## src/rtl/corr_pkg.sv

```systemverilog
// rtl/corr_pkg.sv - shared constants, state type and normalisation helper for corr_multi_window
// Ports: none (package).
// Macro CORR_MULTI_WINDOW_CHECKSUM_EN appends a trailing XOR checksum byte to every packet.
package corr_pkg;

    localparam int DEF_MAX_EXP      = 16;
    localparam int DEF_RESULT_BYTES = 1;

`ifdef CORR_MULTI_WINDOW_CHECKSUM_EN
    localparam int CSUM_BYTES = 1;
`else
    localparam int CSUM_BYTES = 0;
`endif

    // Packet field order on the wire
    localparam int FLD_WINNUM  = 0;
    localparam int FLD_X       = 1;
    localparam int FLD_Y       = 2;
    localparam int FLD_ISECT   = 3;
    localparam int FLD_SYMDIFF = 4;

    typedef enum logic {
        ST_IDLE = 1'b0,
        ST_SEND = 1'b1
    } ser_state_t;

    function automatic int cnt_w(input int max_exp);
        return max_exp + 1;
    endfunction

    function automatic int pkt_len(input int result_bytes);
        return 1 + 4 * result_bytes + CSUM_BYTES;
    endfunction

    localparam int CNT_W   = cnt_w(DEF_MAX_EXP);
    localparam int PKT_LEN = pkt_len(DEF_RESULT_BYTES);

    // A full window (2^l) lands on 2^max_exp, i.e. the MSB of the reported field.
    function automatic logic [31:0] normalise(input logic [31:0] snap, input int max_exp,
                                              input int l, input int result_bytes);
        return (snap << (max_exp - l)) >> (max_exp + 1 - 8 * result_bytes);
    endfunction

endpackage

```

## src/rtl/corr_multi_window_if.sv

```systemverilog
// rtl/corr_multi_window_if.sv - byte valid/ready packet stream
// Signals: o_data (packet byte), o_valid (byte valid), i_ready (byte accepted).
interface corr_multi_window_if;
    logic [7:0] o_data;
    logic       o_valid;
    logic       i_ready;

    modport master (output o_data, output o_valid, input i_ready);
    modport slave  (input o_data, input o_valid, output i_ready);
endinterface

```

## src/rtl/corr_pkt_serializer.sv

```systemverilog
// rtl/corr_pkt_serializer.sv - packet register, IDLE/SEND FSM and drop counter
// Ports: i_clk, i_rst (sync, active-high), i_cg (clock-gate enable), i_load (new packet),
//        i_pkt (packet, byte 0 in LSBs), stream (byte master), o_nDropped (saturating drops).
module corr_pkt_serializer #(
    parameter int PKT_LEN = 5
) (
    input  logic                   i_clk,
    input  logic                   i_rst,
    input  logic                   i_cg,
    input  logic                   i_load,
    input  logic [8*PKT_LEN-1:0]   i_pkt,
    corr_multi_window_if.master    stream,
    output logic [7:0]             o_nDropped
);
    import corr_pkg::ser_state_t;
    import corr_pkg::ST_IDLE;
    import corr_pkg::ST_SEND;

    localparam int IDX_W = $clog2(PKT_LEN);
    localparam logic [IDX_W-1:0] LAST = IDX_W'(PKT_LEN - 1);

    ser_state_t       state, state_nx;
    logic [IDX_W-1:0] idx, idx_nx;
    logic [7:0]       pkt [PKT_LEN];
    logic [7:0]       n_drop;
    logic             hs, load_pkt, drop;

    always_ff @(posedge i_clk) begin
        if (i_rst) begin
            state  <= ST_IDLE;
            idx    <= '0;
            n_drop <= '0;
            for (int i = 0; i < PKT_LEN; i++) pkt[i] <= '0;
        end else if (i_cg) begin
            state <= state_nx;
            idx   <= idx_nx;
            if (load_pkt) begin
                for (int i = 0; i < PKT_LEN; i++) pkt[i] <= i_pkt[8*i +: 8];
            end
            if (drop && n_drop != 8'hFF) n_drop <= n_drop + 8'd1;
        end
    end

    always_comb begin
        state_nx       = state;
        idx_nx         = idx;
        load_pkt       = 1'b0;
        drop           = 1'b0;
        hs             = i_cg && (state == ST_SEND) && stream.i_ready;
        stream.o_valid = (state == ST_SEND);
        stream.o_data  = (state == ST_SEND) ? pkt[idx] : 8'h00;
        case (state)
            ST_IDLE: begin
                if (i_load) begin
                    load_pkt = 1'b1;
                    idx_nx   = '0;
                    state_nx = ST_SEND;
                end
            end
            ST_SEND: begin
                if (hs && idx == LAST) begin
                    idx_nx = '0;
                    // A wrap landing on the final handshake chains straight into the next packet.
                    if (i_load) load_pkt = 1'b1;
                    else        state_nx = ST_IDLE;
                end else begin
                    if (hs)     idx_nx = idx + 1'b1;
                    if (i_load) drop   = 1'b1;
                end
            end
            default: state_nx = ST_IDLE;
        endcase
    end

    assign o_nDropped = n_drop;

endmodule

```

## src/rtl/corr_multi_window.sv

```systemverilog
// rtl/corr_multi_window.sv - multi-window X/Y correlator with packetised byte output
// Ports: i_clk, i_rst (sync, active-high), i_cg (clock-gate enable), i_strobe (sample strobe),
//        i_ch (channel samples), i_xSel/i_ySel (pair select), i_windowLengthExp (L),
//        stream (byte valid/ready master), o_nDropped (saturating dropped-packet count).
// Macro CORR_MULTI_WINDOW_CHECKSUM_EN appends an XOR checksum byte to each packet.
module corr_multi_window
    import corr_pkg::*;
#(
    parameter int N_CH                  = 4,
    parameter int MAX_WINDOW_LENGTH_EXP = DEF_MAX_EXP,
    parameter int RESULT_BYTES          = DEF_RESULT_BYTES
) (
    input  logic                                     i_clk,
    input  logic                                     i_rst,
    input  logic                                     i_cg,
    input  logic                                     i_strobe,
    input  logic [N_CH-1:0]                          i_ch,
    input  logic [$clog2(N_CH)-1:0]                  i_xSel,
    input  logic [$clog2(N_CH)-1:0]                  i_ySel,
    input  logic [$clog2(MAX_WINDOW_LENGTH_EXP+1)-1:0] i_windowLengthExp,
    corr_multi_window_if.master                      stream,
    output logic [7:0]                               o_nDropped
);
    localparam int CNT_BITS  = cnt_w(MAX_WINDOW_LENGTH_EXP);
    localparam int PKT_BYTES = pkt_len(RESULT_BYTES);
    localparam int FW        = 8 * RESULT_BYTES;
    localparam int SEL_W     = $clog2(N_CH);
    localparam int LEN_W     = $clog2(MAX_WINDOW_LENGTH_EXP + 1);
    localparam logic [LEN_W-1:0] L_MAX = LEN_W'(MAX_WINDOW_LENGTH_EXP);

    logic [SEL_W-1:0]    xsel, ysel;
    logic [LEN_W-1:0]    len, len_in;
    logic [CNT_BITS-2:0] t, mask;
    logic [CNT_BITS-1:0] cnt  [FLD_X:FLD_SYMDIFF];
    logic [CNT_BITS-1:0] inc  [FLD_X:FLD_SYMDIFF];
    logic [CNT_BITS-1:0] snap [FLD_X:FLD_SYMDIFF];
    logic [7:0]          win_num;
    logic                s, x, y, wrap;
    logic [8*PKT_BYTES-1:0] pkt;

    assign len_in = (i_windowLengthExp > L_MAX) ? L_MAX : i_windowLengthExp;
    assign s      = i_cg && i_strobe;
    assign x      = i_ch[xsel];
    assign y      = i_ch[ysel];
    // Low L bits of t all ones marks the last sample; L=0 gives an empty mask, so every sample wraps.
    assign mask   = ~({(CNT_BITS-1){1'b1}} << len);
    assign wrap   = s && ((t & mask) == mask);

    assign inc[FLD_X]       = CNT_BITS'(x);
    assign inc[FLD_Y]       = CNT_BITS'(y);
    assign inc[FLD_ISECT]   = CNT_BITS'(x & y);
    assign inc[FLD_SYMDIFF] = CNT_BITS'(x ^ y);

    always_comb begin
        for (int f = FLD_X; f <= FLD_SYMDIFF; f++) snap[f] = cnt[f] + inc[f];
    end

    always_comb begin
        pkt = '0;
        pkt[8*FLD_WINNUM +: 8] = win_num;
        for (int f = FLD_X; f <= FLD_SYMDIFF; f++) begin
            pkt[8*(1 + (f - FLD_X)*RESULT_BYTES) +: FW] =
                FW'(normalise(32'(snap[f]), MAX_WINDOW_LENGTH_EXP, int'(len), RESULT_BYTES));
        end
`ifdef CORR_MULTI_WINDOW_CHECKSUM_EN
        for (int b = 0; b < PKT_BYTES - 1; b++) begin
            pkt[8*(PKT_BYTES-1) +: 8] = pkt[8*(PKT_BYTES-1) +: 8] ^ pkt[8*b +: 8];
        end
`endif
    end

    always_ff @(posedge i_clk) begin
        if (i_rst) begin
            t       <= '0;
            win_num <= '0;
            xsel    <= i_xSel;
            ysel    <= i_ySel;
            len     <= len_in;
            for (int f = FLD_X; f <= FLD_SYMDIFF; f++) cnt[f] <= '0;
        end else if (s) begin
            if (wrap) begin
                // Config only takes effect at a window boundary so a window is never mixed.
                t       <= '0;
                win_num <= win_num + 8'd1;
                xsel    <= i_xSel;
                ysel    <= i_ySel;
                len     <= len_in;
                for (int f = FLD_X; f <= FLD_SYMDIFF; f++) cnt[f] <= '0;
            end else begin
                t <= t + 1'b1;
                for (int f = FLD_X; f <= FLD_SYMDIFF; f++) cnt[f] <= snap[f];
            end
        end
    end

    corr_pkt_serializer #(
        .PKT_LEN (PKT_BYTES)
    ) u_ser (
        .i_clk      (i_clk),
        .i_rst      (i_rst),
        .i_cg       (i_cg),
        .i_load     (wrap),
        .i_pkt      (pkt),
        .stream     (stream),
        .o_nDropped (o_nDropped)
    );

endmodule

```

## src/flat_wrapper.sv

```systemverilog
// flat-port wrapper written by rule: the top's interface ports become plain ports
module corr_multi_window_flat import corr_pkg::*;
#(
    parameter int N_CH                  = 4,
    parameter int MAX_WINDOW_LENGTH_EXP = DEF_MAX_EXP,
    parameter int RESULT_BYTES          = DEF_RESULT_BYTES
)
  (i_clk, i_rst, i_cg, i_strobe, i_ch, i_xSel, i_ySel, i_windowLengthExp, o_nDropped, stream_o_data, stream_o_valid, stream_i_ready);
  corr_multi_window_if stream_i ();
  input  logic i_clk;
  input  logic i_rst;
  input  logic i_cg;
  input  logic i_strobe;
  input  logic [N_CH-1:0] i_ch;
  input  logic [$clog2(N_CH)-1:0] i_xSel;
  input  logic [$clog2(N_CH)-1:0] i_ySel;
  input  logic [$clog2(MAX_WINDOW_LENGTH_EXP+1)-1:0] i_windowLengthExp;
  output logic [7:0] o_nDropped;
  output wire logic [$bits(stream_i.o_data)-1:0] stream_o_data;
  output wire logic [$bits(stream_i.o_valid)-1:0] stream_o_valid;
  input wire logic [$bits(stream_i.i_ready)-1:0] stream_i_ready;
  assign stream_o_data = stream_i.o_data;
  assign stream_o_valid = stream_i.o_valid;
  assign stream_i.i_ready = stream_i_ready;
  corr_multi_window #(.N_CH(N_CH), .MAX_WINDOW_LENGTH_EXP(MAX_WINDOW_LENGTH_EXP), .RESULT_BYTES(RESULT_BYTES)) u_core (.i_clk(i_clk), .i_rst(i_rst), .i_cg(i_cg), .i_strobe(i_strobe), .i_ch(i_ch), .i_xSel(i_xSel), .i_ySel(i_ySel), .i_windowLengthExp(i_windowLengthExp), .stream(stream_i), .o_nDropped(o_nDropped));
endmodule
```

## config.mk

```make
export PLATFORM = sky130hd
export DESIGN_NAME = corr_multi_window_flat
export DESIGN_NICKNAME = d
export VERILOG_FILES = /design/src/rtl/corr_pkg.sv /design/src/rtl/corr_multi_window_if.sv /design/src/rtl/corr_pkt_serializer.sv /design/src/rtl/corr_multi_window.sv /design/src/flat_wrapper.sv
export SDC_FILE = /design/constraint.sdc
export NUM_CORES = 1
export LEC_CHECK = 0
export BUFFER_PORTS_ARGS = -buffer_cell sky130_fd_sc_hd__buf_2
export CAP_MARGIN = 20
export CORE_MARGIN = 2
export CORE_UTILIZATION = 45
export DETAILED_ROUTE_END_ITERATION = 8
export PLACE_DENSITY_LB_ADDON = 0.3
export SETUP_SLACK_MARGIN = 0.1
export SLEW_MARGIN = 20
export SYNTH_ARGS = -nofsm -noshare
export SYNTH_HDL_FRONTEND = slang
export SYNTH_HIERARCHICAL = 1
export SYNTH_SLANG_ARGS = --single-unit
```

## constraint.sdc

```tcl
create_clock -name i_clk -period 4.1 [get_ports i_clk]
set_clock_uncertainty 0.15 [all_clocks]
set_input_delay 0.205 -clock i_clk [delete_from_list [all_inputs] [get_ports i_clk]]
set_output_delay 0.205 -clock i_clk [all_outputs]
set_load 0.05 [all_outputs]
```

Word-level counts from Yosys, hierarchy flattened --
Memories as Yosys holds them, arrays and structs flattened. A register that Yosys moved wholly into a read port is not among the register bits. Index checks and enable logic that the tools add are counted.
Storage, ports and cells: register bits after elaboration 45, bits in latches 0, memory bits (writable) 108, memory bits (read-only) 0, input port bits 18, output and inout port bits 17, logic and storage cells 117, memories kept 2
Operators by class: $add $sub $neg 9, $mul 0, div/mod/pow operators 0, $lt $le $gt $ge 3, equal/unequal tests 5, shift-type cells 5, multiplexer cells 55, bitwise gates (word level) 18, reductions and logical operators 12
Memories:
- u_core.cnt | depth 4, width 17, read ports 4, clocked after Yosys merged registers in 0, write ports 4, RTL line corr_multi_window.sv:34 | logic [CNT_BITS-1:0] cnt [FLD_X:FLD_SYMDIFF];
- u_core.u_ser.pkt | depth 5, width 8, read ports 1, clocked after Yosys merged registers in 1, write ports 5, RTL line corr_pkt_serializer.sv:24 | logic [7:0] pkt [PKT_LEN];
Operator list (count):
- $mux 17 | 8
- $shl 17x32->17 | 4
- $mux 8 | 6
- $add 17x1->17 | 2
- $add 17x17->17 | 2
- $mux 1 | 20
- $mux 5 | 4
- $add 16x1->16 const B | 1
- $add 8x1->8 const B | 2
- $and 16x16->16 | 1
- $eq 16x16->1 | 1
- $mux 16 | 1
- $not 16->16 | 1
- $shl 16x5->16 const A | 1
- $mux 3 | 5
- $or 1x1->1 | 13
- $mux 2 | 6
- $ne 8x8->1 const B | 1
- $logic_and 1x1->1 | 6
- $lt 2x3->1 const B | 2
- $pmux 3 s2 | 1
- $reduce_and 2->1 | 3
- $sub 5x5->6 const A | 1
- $gt 5x5->1 const B | 1
- 11 further kinds | 14

Depth between registers and ports, before layout --
Gate-level depths: netlist (run 1).
word-level depth 13, gate-level depth with buffers 18

Hierarchy --
Netlist (run 1), hierarchy kept.
By module, submodules not included:
- corr_multi_window | times used 1, cells each 1000, area each 8489.4 um^2, seq. area each 2792.7 um^2
- corr_pkt_serializer | times used 1, cells each 194, area each 2531.2 um^2, seq. area each 1501.4 um^2

Worst setup path before layout (run 1) --
Ideal clock, no wire load.
kind reg-to-reg, from reg u_core.len[0], to mem u_core.u_ser.pkt[0][0], enable pin, library setup time 0.382 ns, arrival 3.220 ns, required time 3.568 ns, path slack 0.348 ns, stages on the path, launching flop included 16, buffers on the path 5, period minus slack after synthesis 3.752 ns, path through edfxtp_1 buf_2 buf_4 inv_2 buf_2 buf_2 ha_1 inv_1 ha_1 nand2b_1 a32oi_1 nor4_2 nand3_1 buf_4 inv_1 a31o_2
RTL lines:
- start: declaration | RTL line corr_multi_window.sv:32 | logic [LEN_W-1:0] len, len_in;
- start signal: assignment | RTL line corr_multi_window.sv:78 | len <= len_in;
- start signal: assignment | RTL line corr_multi_window.sv:87 | len <= len_in;
- end: declaration | RTL line corr_pkt_serializer.sv:24

==> flow_summary.yaml, run 1 <==
run_status:
  run_status: "completed"
sta:
  slew_viol_final: 0
  fin_crit_ns: 3.82
  tightest_slew_ns: 0.826
  relSlewSlack_pct: 44.9
  rsz0062_at_grt: "no"
  finalSetupViolCount: 0
  finalHoldViolations: 0
  setup_ws_ns: 0.282
  final.setup.tns_ns: 0
  max_freq_mhz: 262
  fin_crit_sh_pct: 93.1
yosys:
  synth-edff-count: 117
  netlist_area_mm2: 0.0110
  netlist_instances: 1194
  avgSynthCellArea_um2: 9.23
  yosysSeqAreaShare_pct: 39.0
  synthesis.nets: 1231
  synth.distinct_cells: 91
  synth_flop_cell: "edfxtp_1"
  synth_top_family_by_area: "simple AND/OR/NAND/NOR gates"
  synthTopCellsByArea: "edfxtp_1 32%, dfxtp_1 7.1%, nor2_1 4.3%, xnor2_1 3.1%, nand3_1 2.8%"
  muxShareOfSynthArea_pct: 5.25
  synth_adder_area_share_pct: 2.16
  synth-simple-area-share_pct: 24.5
  synth_most_common_cell: "nor2_1"
  yosysTopAreaCell: "edfxtp_1"
  synthXorXnorAreaFrac_pct: 5.09
  ys_seq_elements: 156
  yosys-top-cells-count: "125 x nor2_1, 117 x edfxtp_1, 80 x nand2_1"
  synth_compound_area_share_pct: 19.6
  ys_warn_count: 6
  async_flop_share_pct: 0
  synth_top_area_share_pct: 31.9
clock_tree:
  cts-root-buf: "clkbuf_16"
  clockBufferDepth: 2
  cts_made_buffers: 17
  clk_pin_slew_ns: 0.07
  cts.sinks: 156
  cts_htree_levels: 4
  cts_tree: "yes"
  clk_latency_ns: 0.44
global_routing:
  grt_overflow: 0
  grt_max_degree: 70
  track_usage_pct: 25.4
  grt_pass1_wl_mm: 51.6
  grt_pass1_vias: 9206
  antenna_found_initial: 1
die:
  num_rows: 57
  dieArea_mm2: 0.0258
  die_h_um: 160
  initial_core_util_pct: 45.6
  placeableCoreArea_mm2: 0.0242
  pin_count: 35
  fp.dieW_um: 160
detailed_routing:
  drc: 0
  wire_per_inst_um: 21.4
  viasPerCell: 6.45
  drt_iter0_drc: 1008
  drt_wl_total_mm: 33.1
  antenna_left: 0
  vias: 9958
  dr.pass1.iters: 6
setup_path:
  crit_slowest_cell: "mux4_2"
  r2r_end: "u_core/u_ser/pkt[4][4]"
  cp-end-kind: "flop"
  crit_top_cell: "ha_1"
  cpPeakStageDelay_ns: 0.53
  reg2reg_depth: 11
  reg2reg_from: "u_core/xsel[0]"
  rrSetupSlack_ns: 0.28
  crit_end: "u_core/u_ser/pkt[4][4]"
  setup.worst_path.class: "flop to flop"
  cp-startpoint: "u_core/xsel[0]"
  arrival_ns: 3.97
  crit_path_start_kind: "flop"
  critPathMaxFanout: 7
  crit_chain: "mux4_2, ha_1, ha_1, ha_2, nand4_1, nor3_1, xnor2_1, o221a_2, o21a_1, nor4_1, and2_1"
  cp.required_ns: 4.25
layout:
  drive_gt1_share_pct: 12.7
  diodes: 0
  synthToLayoutAreaGrowth_pct: 10.4
  fin_util_pct: 50.3
  fin_nets: 1245
place:
  portBuffers: 34
  dp_slack_ns: 0.289
  dpl.hpwl_mm: 23.1
  gp_congestion: 0.972
hold_path:
  min_path_type: "primary input to flop"
pwr:
  p_per_area_mw_per_mm2: 354
  ir_worst_vdd_mv: 0.251
  p_leak_nw: 4.13
flow_run:
  maxCapViolCount: 0
per-stage QoR:
stage	std cells	power [mW]	instance area [um^2]	hold slack, ns
final	1545	4.31	12200	0.0255
after global routing	1545	4.47	12200	0.0617
after CTS	1545	4.31	12200	0.00856
after detailed placement	1503	2.73	11500	0.237
after global placement	1503	2.73	11500	0.232
after floorplan	1194	2.44	11000	0.142
critical path, delay by kind of cell, from the launching register on:
| family | cells | cell delay [ns] |
|---|---|---|
| simple gates | 4 | 1.08 |
| mux | 1 | 0.53 |
| fa+ha+maj | 3 | 1.01 |
| flops | 1 | 0.35 |
| xor+xnor | 1 | 0.16 |
| compound gates | 2 | 0.39 |
layout by cell type (no fill, tap or decap), types with 16 or more instances in the layout:
master / synthesis / final
nor3_1: 30 / 30
nor2_1: 125 / 125
o22ai_1: 31 / 31
nand4_1: 23 / 23
nor2b_1: 21 / 21
buf_4: 8 / 32
mux2i_1: 24 / 24
dfxtp_1: 39 / 39
clkbuf_16: 0 / 17
xor2_1: 25 / 25
buf_2: 34 / 34
nor4_1: 24 / 23
a21oi_1: 51 / 51
inv_1: 23 / 22
ha_1: 19 / 18
and3_1: 31 / 31
xnor2_1: 39 / 39
nand3_1: 62 / 62
a211oi_1: 20 / 20
o21ai_0: 42 / 42
nand2_1: 80 / 79
edfxtp_1: 117 / 117
and2_1: 48 / 48
o221ai_1: 16 / 16
worst min path at each step:
stage / slack [ns] / depth (start not counted) / startpoint / endpoint
2_1_floorplan: 0.14 / 1 / i_rst / flop
6_report: 0.03 / 4 / stream_i_ready / flop
5_1_grt: 0.06 / 4 / stream_i_ready / u_core/u_ser/idx[0]
3_3_place_gp: 0.23 / 1 / i_ySel[1] / u_core/ysel[1]
4_1_cts: 0.009 / 4 / stream_i_ready / u_core/u_ser/idx[0]
3_5_place_dp: 0.24 / 1 / i_ySel[0] / u_core/ysel[0]
logic make-up (layout without fill, tap and decap cells):
| kind of cell | Yosys count | in the layout |
|---|---|---|
| DFF | 156 | 156 |
| muxes | 42 | 42 |
| AOI/OAI and AO/OA | 297 | 297 |
| buffers and inverters | 107 | 134 |
| adders and majority gates | 19 | 19 |
| xor gates and xnor gates | 64 | 64 |
| and+or+nand+nor | 509 | 509 |
final cells by class:
type                            instances  area, um^2
Clock inverter                         14         148
Clock buffer                           18         429
Timing Repair Buffer                   78         551
Sequential cell                       156        4290
Inverter                               24        90.1
Fill cell                            2182       12000
Tap cell                              324         405
Multi-Input combinational cell        931        6250
layer usage:
metal | wire, um | up-vias | track usage (%)
li1 | - | 4615 | -
met1 | 14500 | 4814 | 34.8
met2 | 15000 | 450 | 39.9
met3 | 2560 | 77 | 4.88
met4 | 1030 | 2 | 10.0
met5 | 13 | - | 0
power breakdown:
part,leakage [nW],internal [mW],switching [mW]
Clock,0.285,0.814,0.754
Combinational,2.30,0.303,0.596
Sequential,1.54,1.76,0.0793
timing repair:
| action | 4_1_cts | 5_1_grt |
|---|---|---|
| setup buffers | 0 | 0 |
| hold buffers | 10 | 0 |
| setup endpoints to repair | 0 | 3 |
| endpoints found under the hold margin | 10 | 0 |
| gates resized for setup | 0 | 3 |
flip-flops by register name, indices dropped and copies added, names as in the netlist, 3 cells and up, named ones only:
| signal | count |
|---|---|
| u_core/win_num | 8 |
| u_core/len | 5 |
| u_core/u_ser/pkt | 40 |
| u_core/u_ser/o_nDropped | 8 |
| u_core/u_ser/idx | 3 |
| u_core/cnt | 68 |
| u_core/t | 16 |
No activity file was read; power rests on OpenSTA's default activity.
==> run 2: changes to the inputs <==
--- a/config.mk
+++ b/config.mk
@@ -8,7 +8,7 @@
 export BUFFER_PORTS_ARGS = -buffer_cell sky130_fd_sc_hd__buf_2
 export CAP_MARGIN = 20
 export CORE_MARGIN = 2
-export CORE_UTILIZATION = 45
+export CORE_UTILIZATION = 40
 export DETAILED_ROUTE_END_ITERATION = 8
 export PLACE_DENSITY_LB_ADDON = 0.3
 export SETUP_SLACK_MARGIN = 0.1
==> flow_summary.yaml, run 2 (synthesis results as in run 1) <==
run_status:
  run_status: "completed"
sta:
  tightest_slew_ns: 0.779
  final.setup.tns_ns: 0
  slew_viol_final: 0
  rsz0062_at_grt: "yes"
  fin_crit_ns: 3.79
  holdWs_ns: 0.0114
  relSlewSlack_pct: 48.1
  max_freq_mhz: 264
  setup_ws_ns: 0.307
  finalHoldViolations: 0
  finalSetupViolCount: 0
  fin_crit_sh_pct: 92.5
clock_tree:
  clockBufferDepth: 2
  cts_tree: "yes"
  cts.sinks: 156
  post_cts_buffers: 0
  cts-root-buf: "clkbuf_16"
  cts_made_buffers: 17
  cts_htree_levels: 4
  clk_latency_ns: 0.44
  clk_pin_slew_ns: 0.07
setup_path:
  cp-end-kind: "flop"
  crit_top_cell: "ha_2"
  setup.worst_path.class: "flop to flop"
  crit_chain: "mux4_2, ha_1, ha_2, ha_2, nand4_1, nor2_1, a21oi_1, a211o_1, a2111oi_0, nor4_1, and2_1"
  cpPeakStageDelay_ns: 0.54
  critPathMaxFanout: 7
  crit_slowest_cell: "mux4_2"
  crit_path_start_kind: "flop"
  arrival_ns: 3.84
  cp.required_ns: 4.15
layout:
  fin_util_pct: 45.5
  final_common_cell: "nor2_1"
  largest_reg_flops: 68
  synthToLayoutAreaGrowth_pct: 11.5
  fill_cells: 2605
  post_layout_nonfiller_instances: 1568
  diodes: 0
  regMostFlops: "u_core/cnt"
  drive_gt1_share_pct: 13.4
  mostFrequentLayoutCells: "125 x nor2_1, 117 x edfxtp_1, 79 x nand2_1, 62 x nand3_1, 51 x a21oi_1"
  fin_nets: 1251
  reg.largest.list: "u_core/cnt: 68 flops, u_core/u_ser/pkt: 40 flops, u_core/t: 16 flops"
detailed_routing:
  dr.pass1.iters: 6
  viasPerCell: 6.29
  vias: 9863
  drc: 0
  drt_wl_total_mm: 33.0
  wire_per_inst_um: 21.0
  antenna_left: 0
  drt_iter0_drc: 1113
die:
  dieArea_mm2: 0.0289
  initial_core_util_pct: 40.8
  num_rows: 60
  die_h_um: 170
  fp.dieW_um: 170
  placeableCoreArea_mm2: 0.0270
  pin_count: 35
global_routing:
  grt_overflow: 0
  grt_pass1_vias: 9313
  antenna_found_initial: 1
  grt_max_degree: 41
  grt_pass1_wl_mm: 52.2
  track_usage_pct: 23.2
place:
  gp_congestion: 0.958
  dp_slack_ns: 0.212
  portBuffers: 34
  dpl.hpwl_mm: 23.7
  place_inst: 1525
hold_path:
  min_path_type: "primary input to flop"
pwr:
  p_leak_nw: 4.18
  ir_worst_vdd_mv: 0.265
  p_per_area_mw_per_mm2: 359
flow_run:
  maxCapViolCount: 0
==> run 2: final timing paths <==
path              depth (start not counted)                endpoint  slack [ns]              start
hold reg to reg                           2       u_core/win_num[7]        0.34  u_core/win_num[7]
setup reg to reg                         11  u_core/u_ser/pkt[4][3]        0.31     u_core/ysel[0]
setup / recovery                         11  u_core/u_ser/pkt[4][3]        0.31     u_core/ysel[0]
hold / removal                            4     u_core/u_ser/idx[0]        0.01     stream_i_ready
==> run 2: critical path, delay by kind of cell, from the launching register on <==
| kind | cells | cell delay (ns) |
|---|---|---|
| fa+ha+maj | 3 | 0.98 |
| simple gates | 4 | 0.70 |
| mux | 1 | 0.54 |
| compound gates | 3 | 0.82 |
| flops | 1 | 0.36 |
==> run 2: cell type report <==
class	instances	area, um^2	share of cell area (%)
sequential	156	4290	34.9
clock buffer	21	514	4.18
clock inverter	11	104	0.845
tap	341	427	3.47
timing repair buffer	84	603	4.91
inverter	24	90.1	0.733
multi-input combinational	931	6260	50.9
==> run 2: routing by layer <==
metal  vias up  share of wire (%)  global-route usage, %
met2       441                 45                   36.8
li1       4637                  -                      -
met5         -              0.045                      0
met4         2                2.8                   8.32
met3        88                7.2                   5.44
met1      4695                 45                   31.0
==> run 2: repair_timing <==
item                                   CTS  global route
hold buffers                            10             0
gates resized for setup                  0             5
endpoints found under the hold margin   10             0
setup endpoints to repair                0             4
==> run 2: power by group <==
part	switching [mW]	internal (mW)	total (mW)
combinational	0.590	0.309	0.899
sequential	0.0801	1.76	1.84
clock	0.737	0.927	1.66
==> run 2: metrics by stage <==
stage	area (um^2)	total power, mW
after floorplan	11000	2.44
after global placement	11500	2.73
after detailed placement	11500	2.73
after CTS	12200	4.40
after global routing	12300	4.58
final	12300	4.41
==> run 3: changes to the inputs <==
--- a/config.mk
+++ b/config.mk
@@ -5,10 +5,11 @@
 export SDC_FILE = /design/constraint.sdc
 export NUM_CORES = 1
 export LEC_CHECK = 0
+export ABC_AREA = 1
 export BUFFER_PORTS_ARGS = -buffer_cell sky130_fd_sc_hd__buf_2
 export CAP_MARGIN = 20
 export CORE_MARGIN = 2
-export CORE_UTILIZATION = 40
+export CORE_UTILIZATION = 60
 export DETAILED_ROUTE_END_ITERATION = 8
 export PLACE_DENSITY_LB_ADDON = 0.3
 export SETUP_SLACK_MARGIN = 0.1
==> flow_summary.yaml, run 3 <==
setup_path:
  cp-end-kind: "flop"
  cp.required_ns: 4.22
  setup.worst_path.class: "flop to flop"
  arrival_ns: 3.59
  crit_path_start_kind: "flop"
  critPathMaxFanout: 5
sta:
  finalSetupViolCount: 0
  max_freq_mhz: 288
  final.setup.tns_ns: 0
  rsz0062_at_grt: "no"
  slew_viol_final: 0
  finalHoldViolations: 0
  fin_crit_sh_pct: 84.6
  fin_crit_ns: 3.47
  tightest_slew_ns: 1.00
  relSlewSlack_pct: 33.2
pwr:
  clock_power_share_pct: 35.2
  switching_power_mw: 1.45
  p_leak_nw: 5.15
  combPwrFrac_pct: 22.3
  ir_worst_vdd_mv: 0.299
  p_sw_share_pct: 33.7
  p_per_area_mw_per_mm2: 348
  p_int_mw: 2.85
  pwr-share-seq_pct: 42.5
clock_tree:
  cts_made_buffers: 17
  clk_pin_slew_ns: 0.07
  cts.sinks: 156
  cts_tree: "yes"
  clockBufferDepth: 2
  cts_htree_levels: 4
  cts-root-buf: "clkbuf_16"
  post_cts_buffers: 0
  ctsResizeCount: 0
  clk_latency_ns: 0.44
  holdBufCountCts: 9
layout:
  fin_nets: 1740
  diodes: 0
  largest_reg_flops: 68
  drive_gt1_share_pct: 7.52
  mostFrequentLayoutCells: "406 x nand2_1, 250 x nand3_1, 245 x nor2_1, 204 x inv_1, 117 x edfxtp_1"
  reg.largest.list: "u_core/cnt: 68 flops, u_core/u_ser/pkt: 40 flops, u_core/t: 16 flops"
  fill_cells: 1655
  synthToLayoutAreaGrowth_pct: 7.86
  post_layout_nonfiller_instances: 1950
  final_common_cell: "nand2_1"
  regMostFlops: "u_core/cnt"
global_routing:
  grt_overflow: 0
  grt_busiest_layer: "met2"
  gr-usage-met3_pct: 6.36
  met2_usage_pct: 48.9
  antenna_found_initial: 0
  track_usage_pct: 31.6
  grt_pass1_wl_mm: 50.7
  met1_usage_pct: 42.4
  grt_max_degree: 67
  grt_pass1_vias: 10400
flow_run:
  maxCapViolCount: 0
yosys:
  ys_warn_count: 6
  yosys-top-cells-count: "407 x nand2_1, 251 x nand3_1, 246 x nor2_1"
  ys_seq_elements: 156
  yosysSeqAreaShare_pct: 37.5
  netlist_instances: 1692
  synth_flop_cell: "edfxtp_1"
  synth.distinct_cells: 45
  synth-edff-count: 117
  yosysTopAreaCell: "edfxtp_1"
  avgSynthCellArea_um2: 6.76
  synth_most_common_cell: "nand2_1"
  netlist_area_mm2: 0.0114
  async_flop_share_pct: 0
  synthesis.nets: 1729
  synthTopCellsByArea: "edfxtp_1 31%, nand2_1 13%, nand3_1 11%, nor2_1 8.1%, dfxtp_1 6.8%"
  synth_top_area_share_pct: 30.7
detailed_routing:
  vias: 11400
  viasPerCell: 5.86
  drt_iter0_drc: 1324
  drc: 0
  dr.pass1.iters: 6
  wire_per_inst_um: 16.0
  drt_wl_total_mm: 31.2
  antenna_left: 0
place:
  dpl.hpwl_mm: 22.1
  portBuffers: 34
  gp_congestion: 0.932
  place_inst: 1909
die:
  die_h_um: 142
  fp.dieW_um: 142
  initial_core_util_pct: 61.2
  num_rows: 50
  placeableCoreArea_mm2: 0.0187
  pin_count: 35
  dieArea_mm2: 0.0202
hold_path:
  min_path_type: "primary input to flop"
run_status:
  run_status: "completed"
-- run 3: through the flow --
step	hold WS, ns	total power, mW	worst slack [ns]	area (um^2)	util [%]
final	0.0296	4.30	0.632	12300	66.0
after global routing	0.0539	4.49	0.353	12300	66.0
after CTS	0.0266	4.29	0.696	12300	66.0
after detailed placement	0.236	2.78	0.751	11700	62.6
after global placement	0.233	2.76	0.873	11700	62.6
after floorplan	0.127	2.53	0.275	11500	-
-- run 3: kinds of logic (layout without fill, tap and decap cells) --
kind of cell | count (synthesis) | after routing | synth area share (%)
xor gates and xnor gates | 17 | 17 | 1.30
buffers and inverters | 285 | 309 | 10.6
and+or+nand+nor | 1009 | 1009 | 38.5
DFF | 156 | 156 | 37.5
AOI/OAI and AO/OA | 206 | 206 | 10.1
adders and majority gates | 19 | 19 | 2.08
-- run 3: worst paths after layout --
check / to / depth (start not counted) / from / slack [ns]
max reg2reg: u_core/u_ser/pkt[4][2] / 18 / u_core/ysel[0] / 0.63
min reg2reg: u_core/t[15] / 2 / u_core/t[15] / 0.32
max: u_core/u_ser/pkt[4][2] / 18 / u_core/ysel[0] / 0.63
min: u_core/u_ser/o_nDropped[5] / 2 / i_rst / 0.03
-- run 3: worst max-delay path: stages (launching register included) --
cell and delay [ns]:
edfxtp_1 0.42, inv_1 0.09, nand2_1 0.05, a32oi_1 0.27, ha_1 0.27, ha_1 0.20
ha_1 0.19, nand2_1 0.08, nor2_1 0.29, nand2_1 0.21, o21bai_1 0.27, nand3_1 0.11
nand2_1 0.11, nand2_1 0.06, nand2_1 0.11, nor2_1 0.05, nor3_1 0.21, inv_1 0.07
nor2_1 0.10
-- run 3: per-layer routing --
metal | part of all wire [%] | wire length (um)
met5 | 0 | 0
met4 | 4.4 | 1380
met3 | 9.0 | 2790
met2 | 44 | 13800
met1 | 42 | 13200
-- run 3: area by class of cell --
cell class | count | area [um^2] | share of cell area [%]
Inverter | 213 | 800 | 6.48
Multi-Input combinational cell | 1251 | 5960 | 48.3
Timing Repair Buffer | 64 | 443 | 3.59
Tap cell | 234 | 293 | 2.37
Clock buffer | 18 | 429 | 3.48
Clock inverter | 14 | 123 | 0.993
Sequential cell | 156 | 4290 | 34.8
-- run 3: power groups by stage --
stage	clock network, mW	logic (mW)	registers, mW
finish	1.51	0.959	1.83
global route	1.60	1.06	1.84
CTS	1.53	0.931	1.83
detailed placement	0	0.916	1.86
global placement	0	0.905	1.86
floorplan	0	0.688	1.84
